==> src/rtl/multicycle_control_unit.sv <==
// Multi-cycle control unit for the 10-bit computer.
// Each instruction is sequenced through FETCH, DECODE, EXEC, (MEM), WB. The
// instruction is held in an internal IR. Instruction and data memory are
// accessed through request/acknowledge handshakes.
//
// Ports:
//   clk, rst          single clock; synchronous active-high reset
//   start             leave IDLE (sampled in IDLE only)
//   instr/instr_valid instruction word and its valid (sampled in FETCH only)
//   mem_ack           data memory completion (sampled in MEM only)
//   imem_req          instruction fetch request (FETCH)
//   mem_req, ldst_en  data memory request / address path enable (MEM)
//   mem_we            data memory write for stores (MEM)
//   alu_op            ALU function
//   writeval_op       write mux: 0 ALU, 1 PC+1, 2 immediate, 3 register copy
//   wr_en, wr_reg     register-file write strobe and index
//   read_reg1/2       IR[5:3], IR[2:0]
//   imm_val           sign-extended IR[7:0]
//   jmp_addr          sign-extended IR[5:0]
//   pc_en, fetch_op   PC update strobe and source select
//   busy, done        activity / halted status
//   retired           saturating count of completed instructions
module multicycle_control_unit #(
    parameter int DATA_W = 10,
    parameter int ADDR_W = 10,
    parameter int CNT_W  = 16
) (
    input  logic              clk,
    input  logic              rst,
    input  logic              start,
    input  logic [9:0]        instr,
    input  logic              instr_valid,
    input  logic              mem_ack,
    output logic              imem_req,
    output logic              mem_req,
    output logic              mem_we,
    output logic              ldst_en,
    output logic [1:0]        alu_op,
    output logic [1:0]        writeval_op,
    output logic              wr_en,
    output logic [2:0]        wr_reg,
    output logic [2:0]        read_reg1,
    output logic [2:0]        read_reg2,
    output logic [DATA_W-1:0] imm_val,
    output logic [ADDR_W-1:0] jmp_addr,
    output logic              pc_en,
    output logic [1:0]        fetch_op,
    output logic              busy,
    output logic              done,
    output logic [CNT_W-1:0]  retired
);

    typedef enum logic [2:0] {
        S_IDLE, S_FETCH, S_DECODE, S_EXEC, S_MEM, S_WB, S_HALT
    } state_t;

    state_t           state, state_next;
    logic [9:0]       ir;
    logic [CNT_W-1:0] retired_cnt;

    logic [1:0] op_class, op_sub;
    logic       is_mem, is_store, is_halt, writes_reg;
    logic [1:0] dec_alu, dec_wval, dec_fetch;
    logic [2:0] dec_wreg;
    logic       field_window;

    assign op_class = ir[9:8];
    assign op_sub   = ir[7:6];
    assign retired  = retired_cnt;

    // Instruction decode from IR; fields that carry no meaning stay at 0.
    always_comb begin
        is_mem     = 1'b0;
        is_store   = 1'b0;
        is_halt    = 1'b0;
        writes_reg = 1'b0;
        dec_alu    = 2'd0;
        dec_wval   = 2'd0;
        dec_fetch  = 2'd0;
        dec_wreg   = 3'd0;
        case (op_class)
            2'd0: begin
                dec_alu    = op_sub;
                writes_reg = 1'b1;
                dec_wreg   = 3'd4;
            end
            2'd1: begin
                case (op_sub)
                    2'd0: begin
                        writes_reg = 1'b1;
                        dec_wreg   = ir[5:3];
                        dec_wval   = 2'd3;
                    end
                    2'd1: begin
                        is_mem     = 1'b1;
                        writes_reg = 1'b1;
                        dec_wreg   = 3'd5;
                    end
                    2'd2: begin
                        is_mem   = 1'b1;
                        is_store = 1'b1;
                    end
                    default: dec_fetch = 2'd2;
                endcase
            end
            2'd2: begin
                writes_reg = 1'b1;
                dec_wreg   = 3'd5;
                dec_wval   = 2'd2;
            end
            default: begin
                case (op_sub)
                    2'd2: begin
                        dec_fetch  = 2'd1;
                        writes_reg = 1'b1;
                        dec_wreg   = 3'd6;
                        dec_wval   = 2'd1;
                    end
                    2'd3: begin
                        dec_fetch = 2'd3;
                        is_halt   = 1'b1;
                    end
                    default: dec_fetch = 2'd1;
                endcase
            end
        endcase
    end

    always_ff @(posedge clk) begin
        if (rst) begin
            state       <= S_IDLE;
            ir          <= '0;
            retired_cnt <= '0;
        end else begin
            state <= state_next;
            if (state == S_FETCH && instr_valid) begin
                ir <= instr;
            end
            if (state == S_WB && retired_cnt != '1) begin
                retired_cnt <= retired_cnt + CNT_W'(1);
            end
        end
    end

    always_comb begin
        state_next = state;
        case (state)
            S_IDLE:   if (start) state_next = S_FETCH;
            S_FETCH:  if (instr_valid) state_next = S_DECODE;
            S_DECODE: state_next = S_EXEC;
            S_EXEC:   state_next = is_mem ? S_MEM : S_WB;
            S_MEM:    if (mem_ack) state_next = S_WB;
            S_WB:     state_next = is_halt ? S_HALT : S_FETCH;
            S_HALT:   state_next = S_HALT;
            default:  state_next = S_IDLE;
        endcase
    end

    // Field outputs are only driven while an instruction is in flight, so
    // IDLE, FETCH and HALT present all-zero controls.
    assign field_window = (state == S_DECODE) || (state == S_EXEC) ||
                          (state == S_MEM)    || (state == S_WB);

    always_comb begin
        imem_req    = (state == S_FETCH);
        mem_req     = (state == S_MEM);
        ldst_en     = (state == S_MEM);
        mem_we      = (state == S_MEM) && is_store;
        wr_en       = (state == S_WB) && writes_reg;
        pc_en       = (state == S_WB);
        busy        = (state != S_IDLE) && (state != S_HALT);
        done        = (state == S_HALT);
        alu_op      = 2'd0;
        writeval_op = 2'd0;
        wr_reg      = 3'd0;
        fetch_op    = 2'd0;
        read_reg1   = 3'd0;
        read_reg2   = 3'd0;
        imm_val     = '0;
        jmp_addr    = '0;
        if (field_window) begin
            alu_op        = dec_alu;
            writeval_op   = dec_wval;
            wr_reg        = dec_wreg;
            fetch_op      = dec_fetch;
            read_reg1     = ir[5:3];
            read_reg2     = ir[2:0];
            imm_val       = {DATA_W{ir[7]}};
            imm_val[7:0]  = ir[7:0];
            jmp_addr      = {ADDR_W{ir[5]}};
            jmp_addr[5:0] = ir[5:0];
        end
    end

endmodule

==> config.mk <==
export PLATFORM = sky130hd
export DESIGN_NAME = multicycle_control_unit
export DESIGN_NICKNAME = d
export VERILOG_FILES = /design/src/rtl/multicycle_control_unit.sv
export SDC_FILE = /design/constraint.sdc
export NUM_CORES = 1
export LEC_CHECK = 0
export CAP_MARGIN = 20
export CORE_MARGIN = 8
export CORE_UTILIZATION = 31
export CTS_CLUSTER_DIAMETER = 80
export DETAILED_ROUTE_END_ITERATION = 8
export HOLD_SLACK_MARGIN = 0.08
export SYNTH_ARGS = -nofsm -noshare
export SYNTH_HDL_FRONTEND = slang
export SYNTH_SLANG_ARGS = --single-unit
==> constraint.sdc <==
create_clock -name clk -period 2.05 [get_ports clk]
set_clock_uncertainty 0.15 [all_clocks]
set_input_delay 0.5125 -clock clk [delete_from_list [all_inputs] [get_ports clk]]
set_output_delay 0.5125 -clock clk [all_outputs]
set_load 0.1 [all_outputs]
==> metrics.json, run 1 <==
{
  "io_buffer_count": 73,
  "worst_slew_margin_pct": 64.5,
  "final.setup.worst_slack_ns": -0.314,
  "vias": 2114,
  "unrepaired_setup_endpoints_after_global_routing": "true",
  "crit_chain": "inv_4 -> ha_4 -> or2_4 -> a22o_1 -> a21oi_2 -> nor2_4 -> buf_12",
  "yosysUniqueCellTypes": 41,
  "post_route_cells_drive_above_1_share_pct": 58.6,
  "synth_compound_area_share_pct": 16.4,
  "regToRegStartpoint": "state[1]",
  "ys_warn_count": 0,
  "place_hpwl_mm": 4.87,
  "utilization_pct": 69.8,
  "clockRootBuffer": "sky130_fd_sc_hd__clkbuf_8",
  "outcome": "complete, but fails checks",
  "max_stage_delay_cell_worst_path": "sky130_fd_sc_hd__dfxtp_4",
  "dieHeight_um": 93,
  "cts_sinks": 29,
  "layout.filler_cells": 417,
  "h_tree_depth": 2,
  "worst_setup_path_start_kind": "flip-flop",
  "power.density_nw_per_um2": 382,
  "netlist_area_before_placement_um2": 1840,
  "finish.cell_count_without_fillers": 413,
  "routed_via_density": 5.12,
  "initial_utilization_pct": 31.6,
  "numPlacedInstances": 384,
  "dominantRegCellSynth": "sky130_fd_sc_hd__dfxtp_1",
  "die-area_um2": 8650,
  "final.period_utilization_pct": 115,
  "detailed_route_wire_length_mm": 6.90,
  "ant_nets": 0,
  "wire_per_inst_um": 16.7,
  "synth_adder_area_share_pct": 4.77,
  "transition_time_at_the_pin_with_the_least_slew_margin_ns": 0.531,
  "place_congestion": 0.771,
  "largest_net_degree_at_the_start_of_global_routing": 22,
  "post_synth_inst_count": 238,
  "grt_pass1_vias": 2064,
  "hp-start": "ir[2]",
  "violations": "negative setup slack",
  "postSynthAreaPerCell_um2": 7.72,
  "crit_required_ns": 1.39,
  "synth-async-reset-ratio_pct": 0,
  "finalCriticalPeriod_ns": 2.36,
  "timing.hold.worst.class": "reg2reg",
  "core-area_um2": 5820,
  "power.static_leakage_nw": 1.49,
  "firstDrtPassIters": 4,
  "netSwitchingFraction_pct": 34.0,
  "final-setup-viol-count": 38,
  "maxSlewViolCount": 0,
  "synthXorXnorAreaFrac_pct": 0.953,
  "regArea_um2": 646,
  "multiplexer_fraction_of_the_synthesized_cell_area_pct": 2.93,
  "worst_skew_pair.late_latency_ns": 0.28,
  "yosysSeqAreaShare_pct": 31.6,
  "detail_route.iter0.violations": 79,
  "finalHoldWorstSlack_ns": 0.306,
  "critPathMaxStageDelay_ns": 0.39,
  "power.combinational.fraction_pct": 33.0,
  "grt_first_pass_wirelength_mm": 10.4,
  "multiInputGateArea_um2": 1400,
  "synth_enable_flop_cells": 0,
  "timing.critical_path.buf_inv": 2,
  "power.internal_mw": 1.02,
  "synth-simple-area-share_pct": 31.7,
  "finalHoldViolCount": 0,
  "synth_nets": 260,
  "grt_overflow_total": 0,
  "syn2layout_area_growth_pct": 121,
  "finalNetCount": 359,
  "power.share.clock_pct": 29.7,
  "worstPathMaxFanout": 4,
  "groute.usage.overall_pct": 14.8,
  "tritoncts": "built",
  "die_w_um": 93,
  "antenna_found_initial": 0,
  "drcViolationCount": 0,
  "worstSetupPathType": "reg2out",
  "clock_pin_slew_worst_setup_and_hold_paths_ns": 0.07,
  "ctsLongestPathBuffers": 2,
  "max_clock_freq_mhz": 423,
  "timing.critical_path.to_type": "primary output",
  "critPathTopFamily": "compound AO/OA/AOI/OAI gates",
  "max-vdd-ir-drop_uv": 318,
  "rows": 28,
  "power.switching_mw": 0.527,
  "worst_setup_path_startpoint": "ir[6]",
  "antennaDiodeCount": 0,
  "power.total_mw": 1.55,
  "worstPathArrival_ns": 1.70,
  "design.portCount": 74,
  "synth_top_family_by_area": "simple AND/OR/NAND/NOR gates",
  "seq_power_share_pct": 37.3,
  "cts_made_buffers": 5,
  "maxCapViolCount": 0,
  "synth-seq-cells": 29,
  "placement.setup.worst_slack_ns": -0.0903
}
-- placed cells by master (no fill, tap or decap), types with 3 or more instances in the layout --
cell type,Yosys,layout
sky130_fd_sc_hd__buf_12,0,62
sky130_fd_sc_hd__buf_4,19,32
sky130_fd_sc_hd__nand2_1,32,27
sky130_fd_sc_hd__a21oi_1,32,26
sky130_fd_sc_hd__dfxtp_4,0,15
sky130_fd_sc_hd__clkdlybuf4s50_1,0,14
sky130_fd_sc_hd__buf_6,1,14
sky130_fd_sc_hd__nor2_1,14,8
sky130_fd_sc_hd__nand4_1,8,8
sky130_fd_sc_hd__dfxtp_1,29,7
sky130_fd_sc_hd__dfxtp_2,0,7
sky130_fd_sc_hd__and2_4,0,6
sky130_fd_sc_hd__o21ai_0,6,6
sky130_fd_sc_hd__or3_1,7,6
sky130_fd_sc_hd__nand2_2,0,5
sky130_fd_sc_hd__nor2_4,0,5
sky130_fd_sc_hd__o31ai_1,5,5
sky130_fd_sc_hd__or4_1,6,5
sky130_fd_sc_hd__ha_4,0,5
sky130_fd_sc_hd__clkbuf_8,0,5
sky130_fd_sc_hd__nand3_1,4,4
sky130_fd_sc_hd__nor3b_4,0,3
sky130_fd_sc_hd__nor4_4,0,3
sky130_fd_sc_hd__a21oi_2,0,3
sky130_fd_sc_hd__a21oi_4,0,3
sky130_fd_sc_hd__nor2b_1,5,3
sky130_fd_sc_hd__and3_4,0,3
sky130_fd_sc_hd__nor3_1,3,3
-- metrics by stage --
stage	cell area, um^2	TNS, ns
finish	4060	-5.81
detailed placement	3610	-0.0903
floorplan	2290	-8.85
global placement	3610	-0.0401
CTS	3950	-4.94
global route	4060	-8.44
-- per-layer routing --
metal  GRT usage [%]  part of all wire, %  routed length (um)  up-vias
met5               0                    0                   0        -
met1            16.9                   42                2920     1029
met4            3.89                 0.83                  57        0
li1                -                    -                   -     1022
met3            4.41                  5.3                 369        7
met2            26.3                   51                3550       56
-- Yosys cell counts, types with 2 or more instances --
library cell | n | area [um^2]
sky130_fd_sc_hd__nor4_1 | 4 | 25.0
sky130_fd_sc_hd__nor2b_1 | 5 | 31.3
sky130_fd_sc_hd__and4_1 | 2 | 17.5
sky130_fd_sc_hd__nand2_1 | 32 | 120
sky130_fd_sc_hd__ha_1 | 7 | 87.6
sky130_fd_sc_hd__or4_1 | 6 | 45.0
sky130_fd_sc_hd__o31ai_1 | 5 | 37.5
sky130_fd_sc_hd__buf_4 | 19 | 143
sky130_fd_sc_hd__mux2_2 | 3 | 33.8
sky130_fd_sc_hd__mux2i_1 | 2 | 20.0
sky130_fd_sc_hd__o21ba_2 | 2 | 20.0
sky130_fd_sc_hd__dfxtp_1 | 29 | 581
sky130_fd_sc_hd__inv_1 | 5 | 18.8
sky130_fd_sc_hd__and3_1 | 4 | 25.0
sky130_fd_sc_hd__or2_2 | 2 | 12.5
sky130_fd_sc_hd__nand3_1 | 4 | 20.0
sky130_fd_sc_hd__nand2b_1 | 2 | 12.5
sky130_fd_sc_hd__clkbuf_1 | 9 | 33.8
sky130_fd_sc_hd__a21oi_1 | 32 | 160
sky130_fd_sc_hd__nand4_1 | 8 | 50.1
sky130_fd_sc_hd__nor3b_1 | 4 | 30.0
sky130_fd_sc_hd__nor3_1 | 3 | 15.0
sky130_fd_sc_hd__or3_1 | 7 | 43.8
sky130_fd_sc_hd__o21ai_0 | 6 | 30.0
sky130_fd_sc_hd__and2_1 | 7 | 43.8
sky130_fd_sc_hd__nor2_1 | 14 | 52.6
-- tightest hold or removal path, cell delays in order, from the launching register on --
cell                      delay, ns
sky130_fd_sc_hd__dfxtp_1       0.31
sky130_fd_sc_hd__nand2_1       0.05
sky130_fd_sc_hd__a21oi_1       0.05
-- power groups by stage --
stage	clock network, mW	logic [mW]	registers, mW
floorplan	0	0.276	0.587
global placement	0	0.414	0.587
detailed placement	0	0.421	0.588
CTS	0.474	0.483	0.577
global route	0.499	0.538	0.579
finish	0.461	0.512	0.578
-- path summary, 6_finish.rpt --
path / end / slack, ns / depth (start not counted)
setup / recovery: wr_reg[0] / -0.31 / 7
hold / removal: ir[2] / 0.31 / 2
setup reg to reg: retired[13] / 0 / 5
hold reg to reg: ir[2] / 0.31 / 2
-- kinds of logic (layout without fill, tap and decap cells) --
family / after synthesis / in the layout
buf+inv: 36 / 136
flops: 29 / 29
compound gates: 52 / 52
fa+ha+maj: 7 / 7
mux: 5 / 5
simple gates: 107 / 107
xor+xnor: 2 / 2
-- state kept, by name (all words and copies together), names as in the netlist --
signal	count
ir	10
state	3
retired	16
-- final cells by class --
class                   instances  area share, %
clock buffers                   5           1.69
inverters                       5          0.801
multi-input cells             173           34.4
well taps                      75           2.31
flip-flops and latches         29           15.9
repair buffers                123           44.4
clock inverters                 3          0.431
-- what timing repair did --
item / 4_1_cts / 5_1_grt
setup endpoints to repair: 42 / 48
cloned: 1 / 0
buffers inserted: 9 / 14
pin swaps: 12 / 9
resized for setup: 35 / 14
hold buffers: 0 / 0
Note: power is estimated with default switching activity, not from simulation.
==> run 2: changes to the inputs <==
--- a/config.mk
+++ b/config.mk
@@ -5,10 +5,11 @@
 export SDC_FILE = /design/constraint.sdc
 export NUM_CORES = 1
 export LEC_CHECK = 0
-export CAP_MARGIN = 20
+export CAP_MARGIN = 5
 export CORE_MARGIN = 8
 export CORE_UTILIZATION = 31
 export CTS_CLUSTER_DIAMETER = 80
+export CTS_CLUSTER_SIZE = 25
 export DETAILED_ROUTE_END_ITERATION = 8
 export HOLD_SLACK_MARGIN = 0.08
 export SYNTH_ARGS = -nofsm -noshare
==> results of run 2 <==
The final DEF is identical to that of run 1; final timing and power are the same.
==> run 3: changes to the inputs <==
--- a/config.mk
+++ b/config.mk
@@ -12,6 +12,7 @@
 export CTS_CLUSTER_SIZE = 25
 export DETAILED_ROUTE_END_ITERATION = 8
 export HOLD_SLACK_MARGIN = 0.08
+export RECOVER_POWER = 100
 export SYNTH_ARGS = -nofsm -noshare
 export SYNTH_HDL_FRONTEND = slang
 export SYNTH_SLANG_ARGS = --single-unit
==> run 3 against run 2 <==
The run still ends with negative setup slack left. First-iteration DRC count decreased by 13%. Hold slack is the same. Sequential share of layout area increased by 0.75 points. Clock power barely moved.
==> metrics.json, run 3 (same netlist as run 1, synthesis figures left out) <==
{
  "worstSetupPathType": "reg2out",
  "worst_slew_margin_pct": 62.6,
  "finalCriticalPeriod_ns": 2.36,
  "timing.hold.worst.class": "reg2reg",
  "power.share.clock_pct": 29.6,
  "rows": 28,
  "power.internal_mw": 1.02,
  "detailed_route_wire_length_mm": 6.87,
  "violations": "negative setup slack",
  "crit_chain": "inv_4 -> ha_4 -> or2_4 -> a22o_1 -> a21oi_2 -> nor2_4 -> buf_12",
  "groute.usage.overall_pct": 14.8,
  "grt_first_pass_wirelength_mm": 10.4,
  "finalNetCount": 359,
  "crit_required_ns": 1.39,
  "final-setup-viol-count": 40,
  "layout_common_cells": "sky130_fd_sc_hd__buf_12, sky130_fd_sc_hd__buf_4, sky130_fd_sc_hd__nand2_1",
  "drcViolationCount": 0,
  "maxCapViolCount": 0,
  "tritoncts": "built",
  "power.density_nw_per_um2": 401,
  "outcome": "complete, but fails checks",
  "unrepaired_setup_endpoints_after_global_routing": "true",
  "dieHeight_um": 93,
  "max_reg_flops": 16,
  "core-area_um2": 5820,
  "maxSlewViolCount": 0,
  "power.combinational.fraction_pct": 33.0,
  "ant_nets": 0,
  "seq_power_share_pct": 37.3,
  "timing.critical_path.to_type": "primary output",
  "max_stage_delay_cell_worst_path": "sky130_fd_sc_hd__dfxtp_4",
  "place_hpwl_mm": 4.87,
  "power.switching_mw": 0.525,
  "worstPathArrival_ns": 1.70,
  "die_w_um": 93,
  "ctsLongestPathBuffers": 2,
  "final.period_utilization_pct": 115,
  "worst_skew_pair.late_latency_ns": 0.28,
  "syn2layout_area_growth_pct": 110,
  "die-area_um2": 8650,
  "worstPathMaxFanout": 4,
  "worst_r2r_path_depth": 6,
  "transition_time_at_the_pin_with_the_least_slew_margin_ns": 0.563,
  "max_clock_freq_mhz": 423,
  "post_route_cells_drive_above_1_share_pct": 58.0,
  "critPathMaxStageDelay_ns": 0.39,
  "finalHoldViolCount": 0,
  "worst_setup_path_start_kind": "flip-flop",
  "place_congestion": 0.771,
  "grt_overflow_total": 0,
  "placement.setup.worst_slack_ns": -0.0903,
  "detail_route.iter0.violations": 69,
  "finalSetupTns_ns": -5.83,
  "layout.cells.most_common": "sky130_fd_sc_hd__buf_12",
  "layout.filler_cells": 442,
  "hold-path-cell-count": 2,
  "antenna_found_initial": 0,
  "h_tree_depth": 2,
  "vias": 2110,
  "io_buffer_count": 73,
  "firstDrtPassIters": 4,
  "worst-r2r-setup-slack_ns": 0,
  "cts_sinks": 29,
  "routed_via_density": 5.11,
  "design.portCount": 74,
  "netSwitchingFraction_pct": 33.9,
  "max-vdd-ir-drop_uv": 318,
  "largest_net_degree_at_the_start_of_global_routing": 22,
  "clock_pin_slew_worst_setup_and_hold_paths_ns": 0.07,
  "antennaDiodeCount": 0,
  "power.static_leakage_nw": 1.44,
  "grt_pass1_vias": 2064,
  "cts_made_buffers": 5,
  "clockRootBuffer": "sky130_fd_sc_hd__clkbuf_8",
  "final.setup.worst_slack_ns": -0.314,
  "initial_utilization_pct": 31.6,
  "wire_per_inst_um": 16.6
}
[run 3: changes by cell type in the layout (fill, tap and decap cells not counted), sizes merged]
cell / change
clkbuf: +13
buf: -13
[run 3: final cells by class]
cell class | instances | area [um^2] | share of cell area (%)
Multi-Input combinational cell | 173 | 1400 | 36.2
Sequential cell | 29 | 643 | 16.6
Clock inverter | 3 | 17.5 | 0.453
Tap cell | 75 | 93.8 | 2.43
Inverter | 5 | 32.5 | 0.842
Timing Repair Buffer | 123 | 1610 | 41.6
Clock buffer | 5 | 68.8 | 1.78
[run 3: power by group through the flow]
stage / sequential, mW / clock, mW / combinational [mW]
after floorplan: 0.587 / 0 / 0.276
after global placement: 0.587 / 0 / 0.414
after detailed placement: 0.588 / 0 / 0.421
after CTS: 0.577 / 0.474 / 0.483
after global routing: 0.579 / 0.499 / 0.538
final: 0.578 / 0.459 / 0.512
[run 3: repair_timing]
item,CTS,global route
pin swaps,12,9
hold buffers,0,0
endpoints found under the setup margin,42,48
setup buffers,9,14
resized for setup,35,14
cloned,1,0
[run 3: path summary, 6_finish.rpt]
kind | end | startpoint
worst min-delay path | ir[2] | ir[2]
worst max register to register | retired[12] | state[1]
worst min register to register | ir[2] | ir[2]
worst max-delay path | wr_reg[0] | ir[6]
[run 3: routing by layer]
layer  share of wire, %  global-route usage [%]
met5                  0                       0
met4               0.83                    3.89
met3                5.3                    4.41
met2                 51                    26.3
met1                 43                    16.9
[run 3: worst max-delay path, delay by kind of cell (launching register included)]
kind | cells | cell delay (ns)
and+or+nand+nor | 2 | 0.28
buffers and inverters | 2 | 0.20
AOI/OAI and AO/OA | 2 | 0.40
adders and majority gates | 1 | 0.16
DFF | 1 | 0.39
[run 3: per-stage QoR]
| step | util [%] | instances | hold WS, ns | area [um^2] | power, mW |
|---|---|---|---|---|---|
| global route | 66.4 | 413 | 0.348 | 3860 | 1.62 |
| finish | 66.4 | 413 | 0.306 | 3860 | 1.55 |
| CTS | 67.9 | 402 | 0.312 | 3950 | 1.53 |
| floorplan | - | 238 | 0.287 | 2290 | 0.863 |
| detailed placement | 62.2 | 384 | 0.303 | 3610 | 1.01 |
| global placement | 62.2 | 384 | 0.293 | 3610 | 1.00 |
